===== src/rtl/mem_port_arbiter_pkg.sv =====
`default_nettype none
// ============================================================================
//  Module   : mem_port_arbiter_pkg
//  Purpose  : Shared widths, size codes and state encodings for the memory
//             port arbiter.
//  Revision : 1.0  initial release
// ============================================================================
package mem_port_arbiter_pkg;

    localparam int c_REG_BUS = 64;

    // funct3 size codes as delivered by decode
    localparam logic [2:0] c_SZ_B    = 3'b000;
    localparam logic [2:0] c_SZ_H    = 3'b001;
    localparam logic [2:0] c_SZ_W    = 3'b010;
    localparam logic [2:0] c_SZ_D    = 3'b011;
    localparam logic [2:0] c_SZ_BU   = 3'b100;
    localparam logic [2:0] c_SZ_HU   = 3'b101;
    localparam logic [2:0] c_SZ_WU   = 3'b110;
    localparam logic [2:0] c_SZ_NONE = 3'b111;

    localparam logic [1:0] c_ARB_IDLE = 2'd0;
    localparam logic [1:0] c_ARB_REQ  = 2'd1;
    localparam logic [1:0] c_ARB_WAIT = 2'd2;
    localparam logic [1:0] c_ARB_RESP = 2'd3;

    localparam logic [c_REG_BUS-1:0] c_ZERO_WORD = '0;

    typedef enum logic {
        GNT_IF = 1'b0,
        GNT_LS = 1'b1
    } gnt_e;

endpackage
`default_nettype wire


===== src/rtl/mem_port_arbiter_if.sv =====
`default_nettype none
// ============================================================================
//  Module   : mem_port_arbiter_if
//  Purpose  : Memory/bus-bridge side of the shared port (request/grant/resp).
//  Revision : 1.0  initial release
// ============================================================================
interface mem_port_arbiter_if;
    import mem_port_arbiter_pkg::*;

    logic                  mem_req;
    logic                  mem_we;
    logic [c_REG_BUS-1:0]  mem_addr;
    logic [c_REG_BUS-1:0]  mem_wdata;
    logic [7:0]            mem_wmask;
    logic                  mem_gnt;
    logic                  mem_rvalid;
    logic [c_REG_BUS-1:0]  mem_rdata;

    modport master (
        output mem_req, mem_we, mem_addr, mem_wdata, mem_wmask,
        input  mem_gnt, mem_rvalid, mem_rdata
    );

    modport slave (
        input  mem_req, mem_we, mem_addr, mem_wdata, mem_wmask,
        output mem_gnt, mem_rvalid, mem_rdata
    );

endinterface
`default_nettype wire


===== src/rtl/mem_port_arbiter_lsu_align.sv =====
`default_nettype none
// ============================================================================
//  Module   : mem_port_arbiter_lsu_align
//  Purpose  : Load/store alignment: misalignment check, store lane shift and
//             byte mask, load extraction with sign/zero extension.
//  Revision : 1.0  initial release
// ============================================================================
module mem_port_arbiter_lsu_align
    import mem_port_arbiter_pkg::*;
(
    input  wire                  i_req_we,
    input  wire [2:0]            i_req_size,
    input  wire [2:0]            i_req_off,
    output logic                 o_misaligned,
    input  wire [2:0]            i_size,
    input  wire [2:0]            i_off,
    input  wire [c_REG_BUS-1:0]  i_wdata,
    input  wire [c_REG_BUS-1:0]  i_rdata,
    output logic [c_REG_BUS-1:0] o_st_wdata,
    output logic [7:0]           o_st_wmask,
    output logic [c_REG_BUS-1:0] o_ld_data
);

    logic [5:0]           w_shamt;
    logic [7:0]           w_base_mask;
    logic [c_REG_BUS-1:0] w_ld_raw;

    // The check runs on the live request so IDLE can skip the bus cycle.
    always_comb begin
        o_misaligned = 1'b0;
        case (i_req_size[1:0])
            2'b01:   o_misaligned = i_req_off[0];
            2'b10:   o_misaligned = |i_req_off[1:0];
            2'b11:   o_misaligned = |i_req_off;
            default: o_misaligned = 1'b0;
        endcase
        if ((i_req_size == c_SZ_NONE) || (i_req_we && i_req_size[2]))
            o_misaligned = 1'b1;
    end

    assign w_shamt = {i_off, 3'b000};

    always_comb begin
        case (i_size[1:0])
            2'b00:   w_base_mask = 8'h01;
            2'b01:   w_base_mask = 8'h03;
            2'b10:   w_base_mask = 8'h0F;
            default: w_base_mask = 8'hFF;
        endcase
    end

    assign o_st_wmask = w_base_mask << i_off;
    assign o_st_wdata = i_wdata << w_shamt;
    assign w_ld_raw   = i_rdata >> w_shamt;

    always_comb begin
        case (i_size)
            c_SZ_B:  o_ld_data = {{56{w_ld_raw[7]}},  w_ld_raw[7:0]};
            c_SZ_H:  o_ld_data = {{48{w_ld_raw[15]}}, w_ld_raw[15:0]};
            c_SZ_W:  o_ld_data = {{32{w_ld_raw[31]}}, w_ld_raw[31:0]};
            c_SZ_D:  o_ld_data = w_ld_raw;
            c_SZ_BU: o_ld_data = {56'd0, w_ld_raw[7:0]};
            c_SZ_HU: o_ld_data = {48'd0, w_ld_raw[15:0]};
            c_SZ_WU: o_ld_data = {32'd0, w_ld_raw[31:0]};
            default: o_ld_data = c_ZERO_WORD;
        endcase
    end

endmodule
`default_nettype wire


===== src/rtl/mem_port_arbiter.sv =====
`default_nettype none
// ============================================================================
//  Module   : mem_port_arbiter
//  Purpose  : Round-robin sharing of the 64-bit memory port between fetch and
//             load/store, one outstanding transaction at a time.
//  Revision : 1.0  initial release
// ============================================================================
module mem_port_arbiter
    import mem_port_arbiter_pkg::*;
(
    input  wire                  clk,
    input  wire                  rst_n,
    input  wire                  if_req,
    input  wire [c_REG_BUS-1:0]  if_addr,
    output logic                 inst_ready,
    output logic [31:0]          inst,
    input  wire                  ls_req,
    input  wire                  ls_we,
    input  wire [2:0]            ls_size,
    input  wire [c_REG_BUS-1:0]  ls_addr,
    input  wire [c_REG_BUS-1:0]  ls_wdata,
    output logic                 ls_done,
    output logic [c_REG_BUS-1:0] ls_rdata,
    output logic                 ls_err,
    mem_port_arbiter_if.master   mem
);

    logic [1:0]           r_state;
    logic [1:0]           w_next_state;
    gnt_e                 r_last_gnt;
    gnt_e                 r_sel;
    gnt_e                 w_pick;
    logic                 w_any;
    logic [c_REG_BUS-1:0] r_addr;
    logic [2:0]           r_size;
    logic                 r_we;
    logic [c_REG_BUS-1:0] r_wdata;
    logic [c_REG_BUS-1:0] r_rdata;
    logic                 r_err;

    logic                 w_ls_misaligned;
    logic [c_REG_BUS-1:0] w_st_wdata;
    logic [7:0]           w_st_wmask;
    logic [c_REG_BUS-1:0] w_ld_data;

    mem_port_arbiter_lsu_align u_lsu_align (
        .i_req_we     (ls_we),
        .i_req_size   (ls_size),
        .i_req_off    (ls_addr[2:0]),
        .o_misaligned (w_ls_misaligned),
        .i_size       (r_size),
        .i_off        (r_addr[2:0]),
        .i_wdata      (r_wdata),
        .i_rdata      (r_rdata),
        .o_st_wdata   (w_st_wdata),
        .o_st_wmask   (w_st_wmask),
        .o_ld_data    (w_ld_data)
    );

    // Under contention the side that did not win last time goes next.
    assign w_any  = if_req | ls_req;
    assign w_pick = (ls_req && (!if_req || (r_last_gnt == GNT_IF))) ? GNT_LS : GNT_IF;

    always_ff @(posedge clk or negedge rst_n) begin
        if (!rst_n) r_state <= c_ARB_IDLE;
        else        r_state <= w_next_state;
    end

    always_comb begin
        w_next_state = r_state;
        case (r_state)
            c_ARB_IDLE: begin
                if (w_any)
                    w_next_state = ((w_pick == GNT_LS) && w_ls_misaligned) ? c_ARB_RESP : c_ARB_REQ;
            end
            c_ARB_REQ:  if (mem.mem_gnt)    w_next_state = c_ARB_WAIT;
            c_ARB_WAIT: if (mem.mem_rvalid) w_next_state = c_ARB_RESP;
            c_ARB_RESP: w_next_state = c_ARB_IDLE;
            default:    w_next_state = c_ARB_IDLE;
        endcase
    end

    always_ff @(posedge clk or negedge rst_n) begin
        if (!rst_n) begin
            r_last_gnt <= GNT_LS;
            r_sel      <= GNT_IF;
            r_addr     <= c_ZERO_WORD;
            r_size     <= c_SZ_NONE;
            r_we       <= 1'b0;
            r_wdata    <= c_ZERO_WORD;
            r_rdata    <= c_ZERO_WORD;
            r_err      <= 1'b0;
        end else begin
            if ((r_state == c_ARB_IDLE) && w_any) begin
                r_sel      <= w_pick;
                r_last_gnt <= w_pick;
                r_rdata    <= c_ZERO_WORD;
                if (w_pick == GNT_LS) begin
                    r_addr  <= ls_addr;
                    r_size  <= ls_size;
                    r_we    <= ls_we;
                    r_wdata <= ls_wdata;
                    r_err   <= w_ls_misaligned;
                end else begin
                    r_addr  <= if_addr;
                    r_size  <= c_SZ_D;
                    r_we    <= 1'b0;
                    r_wdata <= c_ZERO_WORD;
                    r_err   <= 1'b0;
                end
            end
            if ((r_state == c_ARB_WAIT) && mem.mem_rvalid)
                r_rdata <= mem.mem_rdata;
        end
    end

    // Outputs decode only from flops, so nothing combinational reaches them from inputs.
    always_comb begin
        mem.mem_req   = 1'b0;
        mem.mem_we    = 1'b0;
        mem.mem_addr  = c_ZERO_WORD;
        mem.mem_wdata = c_ZERO_WORD;
        mem.mem_wmask = 8'h00;
        inst_ready    = 1'b0;
        inst          = 32'd0;
        ls_done       = 1'b0;
        ls_rdata      = c_ZERO_WORD;
        ls_err        = 1'b0;
        case (r_state)
            c_ARB_REQ: begin
                mem.mem_req   = 1'b1;
                mem.mem_we    = r_we;
                mem.mem_addr  = {r_addr[c_REG_BUS-1:3], 3'b000};
                mem.mem_wdata = r_we ? w_st_wdata : c_ZERO_WORD;
                mem.mem_wmask = r_we ? w_st_wmask : 8'hFF;
            end
            c_ARB_RESP: begin
                if (r_sel == GNT_LS) begin
                    ls_done  = 1'b1;
                    ls_err   = r_err;
                    ls_rdata = (r_err || r_we) ? c_ZERO_WORD : w_ld_data;
                end else begin
                    inst_ready = 1'b1;
                    inst       = r_addr[2] ? r_rdata[63:32] : r_rdata[31:0];
                end
            end
            default: ;
        endcase
    end

endmodule
`default_nettype wire


===== src/flat_wrapper.sv =====
// flat-port wrapper written by rule: the top's interface ports become plain ports
module mem_port_arbiter_flat import mem_port_arbiter_pkg::*;
  (clk, rst_n, if_req, if_addr, inst_ready, inst, ls_req, ls_we, ls_size, ls_addr, ls_wdata, ls_done, ls_rdata, ls_err, mem_mem_req, mem_mem_we, mem_mem_addr, mem_mem_wdata, mem_mem_wmask, mem_mem_gnt, mem_mem_rvalid, mem_mem_rdata);
  mem_port_arbiter_if mem_i ();
  input  wire clk;
  input  wire rst_n;
  input  wire if_req;
  input  wire [c_REG_BUS-1:0] if_addr;
  output logic inst_ready;
  output logic [31:0] inst;
  input  wire ls_req;
  input  wire ls_we;
  input  wire [2:0] ls_size;
  input  wire [c_REG_BUS-1:0] ls_addr;
  input  wire [c_REG_BUS-1:0] ls_wdata;
  output logic ls_done;
  output logic [c_REG_BUS-1:0] ls_rdata;
  output logic ls_err;
  output wire logic [$bits(mem_i.mem_req)-1:0] mem_mem_req;
  output wire logic [$bits(mem_i.mem_we)-1:0] mem_mem_we;
  output wire logic [$bits(mem_i.mem_addr)-1:0] mem_mem_addr;
  output wire logic [$bits(mem_i.mem_wdata)-1:0] mem_mem_wdata;
  output wire logic [$bits(mem_i.mem_wmask)-1:0] mem_mem_wmask;
  input wire logic [$bits(mem_i.mem_gnt)-1:0] mem_mem_gnt;
  input wire logic [$bits(mem_i.mem_rvalid)-1:0] mem_mem_rvalid;
  input wire logic [$bits(mem_i.mem_rdata)-1:0] mem_mem_rdata;
  assign mem_mem_req = mem_i.mem_req;
  assign mem_mem_we = mem_i.mem_we;
  assign mem_mem_addr = mem_i.mem_addr;
  assign mem_mem_wdata = mem_i.mem_wdata;
  assign mem_mem_wmask = mem_i.mem_wmask;
  assign mem_i.mem_gnt = mem_mem_gnt;
  assign mem_i.mem_rvalid = mem_mem_rvalid;
  assign mem_i.mem_rdata = mem_mem_rdata;
  mem_port_arbiter u_core (.clk(clk), .rst_n(rst_n), .if_req(if_req), .if_addr(if_addr), .inst_ready(inst_ready), .inst(inst), .ls_req(ls_req), .ls_we(ls_we), .ls_size(ls_size), .ls_addr(ls_addr), .ls_wdata(ls_wdata), .ls_done(ls_done), .ls_rdata(ls_rdata), .ls_err(ls_err), .mem(mem_i));
endmodule

===== config.mk =====
export PLATFORM = sky130hd
export DESIGN_NAME = mem_port_arbiter_flat
export DESIGN_NICKNAME = d
export VERILOG_FILES = /design/src/rtl/mem_port_arbiter_pkg.sv /design/src/rtl/mem_port_arbiter_if.sv /design/src/rtl/mem_port_arbiter_lsu_align.sv /design/src/rtl/mem_port_arbiter.sv /design/src/flat_wrapper.sv
export SDC_FILE = /design/constraint.sdc
export NUM_CORES = 1
export LEC_CHECK = 0
export ABC_AREA = 1
export BUFFER_PORTS_ARGS = -buffer_cell sky130_fd_sc_hd__buf_2
export CORE_ASPECT_RATIO = 0.5
export CORE_MARGIN = 3
export CORE_UTILIZATION = 30
export CTS_CLUSTER_SIZE = 25
export DETAILED_ROUTE_END_ITERATION = 10
export PLACE_DENSITY_LB_ADDON = 0.2
export SLEW_MARGIN = 20
export SYNTH_ARGS = -nofsm -noshare
export SYNTH_HDL_FRONTEND = slang
export SYNTH_HIERARCHICAL = 1
export SYNTH_SLANG_ARGS = --single-unit
export TNS_END_PERCENT = 100

===== constraint.sdc =====
create_clock -name clk -period 2.3 [get_ports clk]
set_clock_uncertainty 0.1 [all_clocks]
set_input_delay 0.23 -clock clk [delete_from_list [all_inputs] [get_ports clk]]
set_output_delay 0.23 -clock clk [all_outputs]
set_load 0.01 [all_outputs]

Word level (Yosys, flattened, before mapping). Index checks and enable logic that the tools add are counted.

Input bits: 266. Register bits: 201. Output and inout bits: 237.

Muxes and demuxes: 36. Bitwise logic cells: 2. Shift operators: 3. Reductions and logical operators: 16. Equality and inequality tests: 18.

Operators by type and width (number): $mux W64 (10); $pmux W64 S7 (1); $mux W32 (3); $shl A64 B6 Y64 (1); $shr A64 B6 Y64 (1); $pmux W8 S3 (1); $mux W8 (2); $eq A3 B3 Y1 const B (4); $mux W1 (12); $eq A2 B2 Y1 const B (5); $mux W2 (4); $pmux W2 S4 (1); $shl A8 B3 Y8 (1); $eq A2 B1 Y1 const B (3); $eq A3 B2 Y1 const B (2); $logic_and A1 B1 Y1 (5); $logic_not A2 Y1 (2); $ne A2 B2 Y1 const B (2); $eq A3 B1 Y1 const B (1); $logic_not A3 Y1 (1); $logic_or A1 B1 Y1 (3); $mux W3 (1); $pmux W1 S3 (1); $reduce_and A3 Y1 (1); 7 further kinds (7).

Logic depth before layout (Yosys ltp). Gate-level depths: netlist of run 1.

Depth after elaboration: 8. Mapped depth: 13.

Hierarchy. Netlist of run 1, hierarchy kept.

By module, submodules not included: mem_port_arbiter (cells an instance 1601, instances 1, area an instance 10896.7 um2); mem_port_arbiter_lsu_align (cells an instance 850, instances 1, area an instance 4037.6 um2).

Worst setup path after synthesis of run 1. Ideal clock, no wire load.

Path kind: flip-flop to output port. From: reg u_core.r_size[0]. To: out ls_rdata[55]. Data required time: 1.970 ns. Arrival: 1.547 ns. Slack: 0.423 ns. Cell stages (with the launch flop): 8. Path through: dfstp_2 nand2_1 nor3_2 clkbuf_1 nand2_1 nand4_1 nand2_1 nor2_1.

Cells in the longest elaborated chain, start to end: 5. Elaborated cells on any way between the ends: 11. Classes of those cells: 6 x eq/ne; 4 x mux; 1 x reduce/logical.

Ends and longest elaborated chain: start: declaration (line mem_port_arbiter.sv:35) `logic [2:0] r_size;`; start signal: assignment (line mem_port_arbiter.sv:88) `r_size <= c_SZ_NONE;`; start signal: assignment (line mem_port_arbiter.sv:100) `r_size <= ls_size;`; start signal: assignment (line mem_port_arbiter.sv:106) `r_size <= c_SZ_D;`; $eq A3 B3 Y1, or another cell as far along (line mem_port_arbiter_lsu_align.sv:57) `case (i_size)`; $pmux W64 S7 * (line mem_port_arbiter_lsu_align.sv:57); via u_core.w_ld_data[55] (line mem_port_arbiter.sv:44) `logic [c_REG_BUS-1:0] w_ld_data;`; $mux W64 * (line mem_port_arbiter.sv:141) `ls_rdata = (r_err || r_we) ? c_ZERO_WORD : w_ld_data;`; $mux W64 * (line mem_port_arbiter.sv:138) `if (r_sel == GNT_LS) begin`; $mux W64 * (line mem_port_arbiter.sv:129) `case (r_state)`; end: declaration (line flat_wrapper.sv:17) `output logic [c_REG_BUS-1:0] ls_rdata;`.

The timed path passes the listed nets; every way through them passes the cells marked *.

Worst setup path in the final report of run 1.
From: reg u_core.r_addr[0]. To: out ls_rdata[12].

Cells in the longest elaborated chain, start to end: 5.

Ends and longest elaborated chain: start: declaration (line mem_port_arbiter.sv:34) `logic [c_REG_BUS-1:0] r_addr;`; start signal: assignment (line mem_port_arbiter.sv:87) `r_addr <= c_ZERO_WORD;`; start signal: assignment (line mem_port_arbiter.sv:99) `r_addr <= ls_addr;`; start signal: assignment (line mem_port_arbiter.sv:105) `r_addr <= if_addr;`; $shr A64 B6 Y64 (line mem_port_arbiter_lsu_align.sv:54) `assign w_ld_raw = i_rdata >> w_shamt;`; $pmux W64 S7 (line mem_port_arbiter_lsu_align.sv:57); via u_core.w_ld_data[12] (line mem_port_arbiter.sv:44); $mux W64 (line mem_port_arbiter.sv:141); $mux W64 (line mem_port_arbiter.sv:138); $mux W64 (line mem_port_arbiter.sv:129).

The timed path passes the listed nets, and every way through them passes these cells.

==> flow_summary.yaml, run 1 <==
status:
  status: "finished, violations left"
  violations: "negative setup slack"
cells_and_area:
  mostFrequentLayoutCells: "804 x nand2_1, 481 x buf_2, 302 x inv_1"
  fillers: 4819
  final_common_cell: "nand2_1"
  drive_above_1_share: 0.332
  nNetsFinal: 3535
  area_growth_syn_to_layout_pct: 70.1
  design_area_um2: 25400
placed_design:
  place_ws_ps: -117
  hpwl_mm: 50.3
  placed_area_um2: 18600
  gp_congestion: 0.948
  port_buffers: 499
power_and_ir_drop:
  power.density_nw_per_um2: 1410
  power_leakage_nw: 13.5
  ir_drop_mv: 0.894
  p_total_w: 0.0359
min_path:
  hold_end: "u_core/r_addr[1]"
  worst_hold_path_type: "in2reg"
  min_path_cells: 4
  hp-start: "ls_addr[1]"
synthesis:
  synth_area_um2: 14900
  synth_edf_count: 0
  synth-async-reset-ratio: 1.00
  ys_dominant_reg_cell: "dfrtp_1"
  yosysTopAreaCell: "dfrtp_1"
  yosys_warnings: 6
  yosysTopAreaCellShare: 0.330
  syn_area_per_cell_um2: 6.09
  ys_top_cells_by_area: "dfrtp_1 33%, nand2_1 22%, inv_1 8.2%"
  yosys.cell_types.count: 32
  yosysSeqAreaShare: 0.337
  yosys_register_bits: 201
  syn_inst: 2451
grt:
  grt-ovfl-total: 0
  track_usage: 0.269
  grt_first_pass_wirelength_mm: 110
  grt_start_max_net_pins: 121
  antenna_found_initial: 3
  grt_pass1_vias: 18989
worst_setup_path:
  slowest_delay_ps: 520
  critPathBufInv: 4
  reg2reg_to: "u_core/r_addr[63]"
  worstPathArrival_ps: 2550
  reg2regPathDepth: 8
  critPathRequiredTime_ps: 1970
  r2r_start: "u_core/r_last_gnt"
  cp-start-kind: "register"
  worstPathMaxFanout: 11
  rrSetupSlack_ps: 170
  worstSetupEndpointType: "primary output"
  worst_path_max_delay_cell: "dfrtp_4"
  critPathTopFamily: "buffers and inverters"
  worstSetupPathType: "reg2out"
  worst-path-stages: 11
  path_cells: "buf_12 -> buf_16 -> buf_8 -> nand2_1 -> o21ai_2 -> o211ai_1 -> nand3b_1 -> nand2_1 -> nand2_1 -> nor2_1 -> buf_2"
  crit_top_cell: "nand2_1"
clock_network:
  clk_latency_ps: 540
  cts.clk_slew.worst_paths_ps: 70
  cts_buffers: 23
  clock_path_buffers: 3
  cts_sinks: 201
  cts_root_buf: "clkbuf_16"
  cts_max_level: 1
  cts_tree: "built"
route:
  antenna_left: 0
  drt-initial-drc-count: 2046
  routed_via_density: 5.02
  vias: 19733
  post_drt_wl_per_cell_um: 19.1
  wirelength_mm: 75.0
  firstDrtPassIters: 5
  drc: 0
timing:
  min_period_over_period: 1.25
  post-route-min-period_ps: 2880
  finalMaxSlewViolations: 0
  final-hold-violation-count: 0
  worst_slack_ps: -578
  worst_pin_slew_ps: 597
  rsz0062_at_grt: "true"
  fmax_mhz: 347
  setup_viol: 148
  max_slew_margin: 0.602
die:
  die_w_um: 322
  die-area_um2: 52700
  core_area_um2: 48900
  pin_count: 503
  start_util: 0.306
  die_h_um: 164
  row_count: 57
run:
  drv_cap: 0
==> state kept, by name, indices dropped and copies added (netlist names) <==
register and flops:
u_core/r_addr 64, u_core/r_sel 1, u_core/r_size 3, u_core/r_wdata 64, u_core/r_we 1, u_core/r_state 2, u_core/r_rdata 64, u_core/r_last_gnt 1
u_core/r_err 1
==> worst max-delay path by stage <==
stage                     start            to  slack [ps]
3_3_place_gp   u_core/r_addr[0]  ls_rdata[11]        -190
5_1_grt        u_core/r_addr[0]  ls_rdata[16]        -660
3_5_place_dp   u_core/r_addr[0]  ls_rdata[11]        -120
4_1_cts        u_core/r_addr[0]  ls_rdata[18]        -550
2_1_floorplan  u_core/r_size[0]  ls_rdata[55]         420
6_report       u_core/r_addr[0]  ls_rdata[12]        -580
==> cell type report <==
| type | count | area [um^2] | share of cell area |
|---|---|---|---|
| well taps | 649 | 812 | 0.0320 |
| repair inverters | 3 | 30.0 | 0.00118 |
| clock buffers | 31 | 646 | 0.0254 |
| diodes | 4 | 10.0 | 0.000394 |
| inverters | 330 | 1300 | 0.0513 |
| repair buffers | 964 | 7880 | 0.310 |
| flip-flops and latches | 201 | 5040 | 0.199 |
| multi-input cells | 1740 | 9510 | 0.374 |
| clock inverters | 11 | 166 | 0.00655 |
==> worst register-to-register path, stage by stage, from the launching register on <==
cell and delay [ps]:
dfstp_2 550, nand2_2 130, nand2_2 110, buf_6 260
nand2_1 190, nand2_1 90, dlygate4sd3_1 550, nand2_1 50
nand2_1 50
==> through the flow <==
stage | cells | utilization | setup TNS (ps) | hold WS, ps
2_1_floorplan | 2453 | - | 0 | -166
3_3_place_gp | 3539 | 0.380 | -1360 | 183
3_5_place_dp | 3539 | 0.380 | -894 | 156
4_1_cts | 3908 | 0.502 | -56600 | 1.52
5_1_grt | 3933 | 0.520 | -71660 | 73.9
6_report | 3933 | 0.520 | -57700 | 41.0
==> what timing repair did <==
item                       4_1_cts  5_1_grt
hold buffers                   262        0
pin swaps                      127      151
buffers inserted                43       27
hold endpoints to repair       251        0
resized for setup              452      203
setup endpoints to repair      225      266
cloned                          23        3
==> cell usage after synthesis, types with 24 or more instances <==
master    count
a21oi_1      52
buf_2        53
buf_4        30
clkbuf_1     74
dfrtp_1     197
inv_1       325
mux2i_1      24
nand2_1     878
nand3_1     190
nand3b_1     24
nand4_1      34
nor2_1      205
o211ai_1     29
o21ai_0     188
o21ai_1      74
==> kinds of logic (layout without fill, tap and decap cells) <==
family	count (synthesis)	after routing	share of synthesized area
AND/OR/NAND/NOR	1352	1352	0.372
other	1	7	0.000251
adder cells (fa/ha/maj)	6	6	0.00503
flip-flops	201	201	0.337
AO/OA/AOI/OAI	355	355	0.126
buffers and inverters	512	1339	0.144
multiplexers	24	24	0.0161
==> metal layers <==
metal  global-route usage  vias up  wire length, um
met4                0.107        0             3020
met2                0.430      798            34500
met1                0.366     9477            32500
met3               0.0416      166             5040
li1                     -     9292                -
met5                    0        -                0
==> power by group <==
part           internal, W  total (W)  leakage, nW  switching [W]
logic               0.0100     0.0246         10.5         0.0146
registers          0.00528    0.00727         2.58        0.00198
clock network      0.00234    0.00407        0.394        0.00173
Note: power is estimated with default switching activity, not from simulation.
==> run 2: changes to the inputs <==
--- a/config.mk
+++ b/config.mk
@@ -5,7 +5,6 @@
 export SDC_FILE = /design/constraint.sdc
 export NUM_CORES = 1
 export LEC_CHECK = 0
-export ABC_AREA = 1
 export BUFFER_PORTS_ARGS = -buffer_cell sky130_fd_sc_hd__buf_2
 export CORE_ASPECT_RATIO = 0.5
 export CORE_MARGIN = 3
==> flow_summary.yaml, run 2 <==
status:
  status: "finished, violations left"
  violations: "negative setup slack"
worst_setup_path:
  rrSetupSlack_ps: 100
  reg2regPathDepth: 6
  critPathRequiredTime_ps: 1970
  endpoint: "ls_rdata[33]"
  critPathLaunch: "u_core/r_addr[1]"
  path_cells: "buf_6 -> mux2i_2 -> a22oi_2 -> nand4_1 -> buf_6 -> buf_12 -> clkbuf_16 -> nand4_1 -> and2_1 -> buf_2"
  worst_path_max_delay_cell: "dfrtp_4"
  worstSetupEndpointType: "primary output"
  critPathTopFamily: "buffers and inverters"
  worstPathMaxFanout: 8
  cp-start-kind: "register"
  reg2reg_to: "u_core/r_addr[28]"
  critPathBufInv: 5
  slowest_delay_ps: 510
  worst-path-stages: 10
  r2r_start: "u_core/r_last_gnt"
  worstPathArrival_ps: 2530
  worstSetupPathType: "reg2out"
die:
  die_w_um: 317
  row_count: 56
  pin_count: 503
  core_area_um2: 47400
  die-area_um2: 51300
  die_h_um: 162
  start_util: 0.307
cells_and_area:
  design_area_um2: 24200
  nNetsFinal: 2779
  finish.utilization: 0.511
  mostFrequentLayoutCells: "477 x buf_2, 285 x nand2_1, 261 x dlygate4sd3_1"
  multi_input_area_um2: 9310
  drive_above_1_share: 0.395
  area_growth_syn_to_layout_pct: 66.6
  biggestRegsByFlops: "u_core/r_addr (64), u_core/r_rdata (64), u_core/r_wdata (64)"
  fillers: 4533
  register_area_um2: 5050
  final_common_cell: "buf_2"
synthesis:
  synth_area_um2: 14500
  ys_top_cells_by_area: "dfrtp_1 34%, mux2i_1 14%, nand2_1 7.5%"
  ys_dominant_reg_cell: "dfrtp_1"
  yosysSeqAreaShare: 0.346
  synthMostInstantiatedCell: "nand2_1"
  synth_common_cells: "292 x nand2_1, 204 x mux2i_1, 197 x dfrtp_1"
  yosys_warnings: 6
  syn_inst: 1666
  synth-async-reset-ratio: 1.00
  yosys.cell_types.count: 54
  yosysTopAreaCellShare: 0.339
  yosys_register_bits: 201
  yosysTopAreaCell: "dfrtp_1"
  synth_edf_count: 0
  syn_area_per_cell_um2: 8.73
route:
  antenna_left: 0
  vias: 16315
  drc: 0
  routed_via_density: 5.16
  drt-initial-drc-count: 1380
  wirelength_mm: 71.0
  firstDrtPassIters: 5
  post_drt_wl_per_cell_um: 22.5
power_and_ir_drop:
  power_leakage_nw: 11.9
  ir_drop_mv: 0.644
  power.density_nw_per_um2: 1350
  p_total_w: 0.0328
timing:
  finalMaxSlewViolations: 0
  setup_viol: 136
  holdWs_ps: 18.9
  fmax_mhz: 350
  final-hold-violation-count: 0
  min_period_over_period: 1.24
  rsz0062_at_grt: "true"
  worst_slack_ps: -560
  worst_pin_slew_ps: 614
  max_slew_margin: 0.591
  post-route-min-period_ps: 2860
placed_design:
  placed_area_um2: 18400
  place_ws_ps: -359
  hpwl_mm: 48.0
  gp_congestion: 0.906
  port_buffers: 499
grt:
  track_usage: 0.252
  met3_usage: 0.0402
  gr-usage-met1: 0.315
  grt_start_max_net_pins: 118
  grt_busiest_layer: "met2"
  grt_first_pass_wirelength_mm: 99.1
  grt-ovfl-total: 0
  use_met2: 0.442
  grt_pass1_vias: 16290
  antenna_found_initial: 1
clock_network:
  clk_latency_ps: 550
  cts_tree: "built"
  cts_root_buf: "clkbuf_16"
  clock_path_buffers: 3
  cts.clk_slew.worst_paths_ps: 60
  cts_sinks: 201
  cts_max_level: 1
  cts_buffers: 23
run:
  drv_cap: 0
min_path:
  worst_hold_path_type: "in2reg"
==> run 2: repair_timing <==
item                       in CTS  in global routing
pin swaps                      21                 48
gates cloned                    7                 26
gates resized for setup       158                170
hold buffers                  261                  0
setup endpoints to repair     166                232
setup buffers                  21                 33
hold endpoints to repair      328                  0
==> run 2: tightest hold or removal path: stages <==
cell and delay [ps]:
buf_2 80, o21ai_0 70, nand3_1 100, nand3_1 70
nand2_1 60
==> run 2: worst min path at each step <==
stage / startpoint / endpoint / slack, ps / cells past startpoint
2_1_floorplan: rst_n / u_core/r_addr[0] / -170 / 0
3_3_place_gp: rst_n / u_core/r_rdata[58] / 150 / 1
3_5_place_dp: rst_n / u_core/r_rdata[56] / 150 / 1
4_1_cts: mem_mem_gnt / u_core/r_state[1] / 1 / 4
5_1_grt: mem_mem_gnt / u_core/r_state[1] / 50 / 4
6_report: ls_addr[1] / u_core/r_err / 20 / 5
==> run 2: kinds of logic after synthesis <==
kind of cell / synth area share
simple gates: 0.217
buf+inv: 0.0708
other cells: 0.000258
mux: 0.199
compound gates: 0.161
flops: 0.346
fa+ha+maj: 0.00516
==> run 2: area by class of cell <==
type / instances / area share
Multi-Input combinational cell: 1281 / 0.384
Timing Repair Buffer: 983 / 0.340
Sequential cell: 201 / 0.208
Tap cell: 638 / 0.0330
Clock buffer: 29 / 0.0255
Clock inverter: 12 / 0.00553
Inverter: 17 / 0.00315
Antenna cell: 1 / 0.000103
==> run 2: metrics by stage <==
stage               TNS (ps)  cells
floorplan                  0   1668
CTS                   -54990   3103
global placement       -2130   2774
finish                -55650   3162
detailed placement     -1490   2774
global route          -66650   3162
==> run 2: metal layers <==
metal / routed length [um] / vias up
met2: 35000 / 595
met1: 29200 / 8015
met5: 0 / -
li1: - / 7568
met3: 4250 / 137
met4: 2650 / 0
==> run 2: report_power, final <==
part	internal [W]	switching (W)
Combinational	0.0103	0.0109
Sequential	0.00531	0.00241
Clock	0.00215	0.00167
Total	0.0178	0.0150
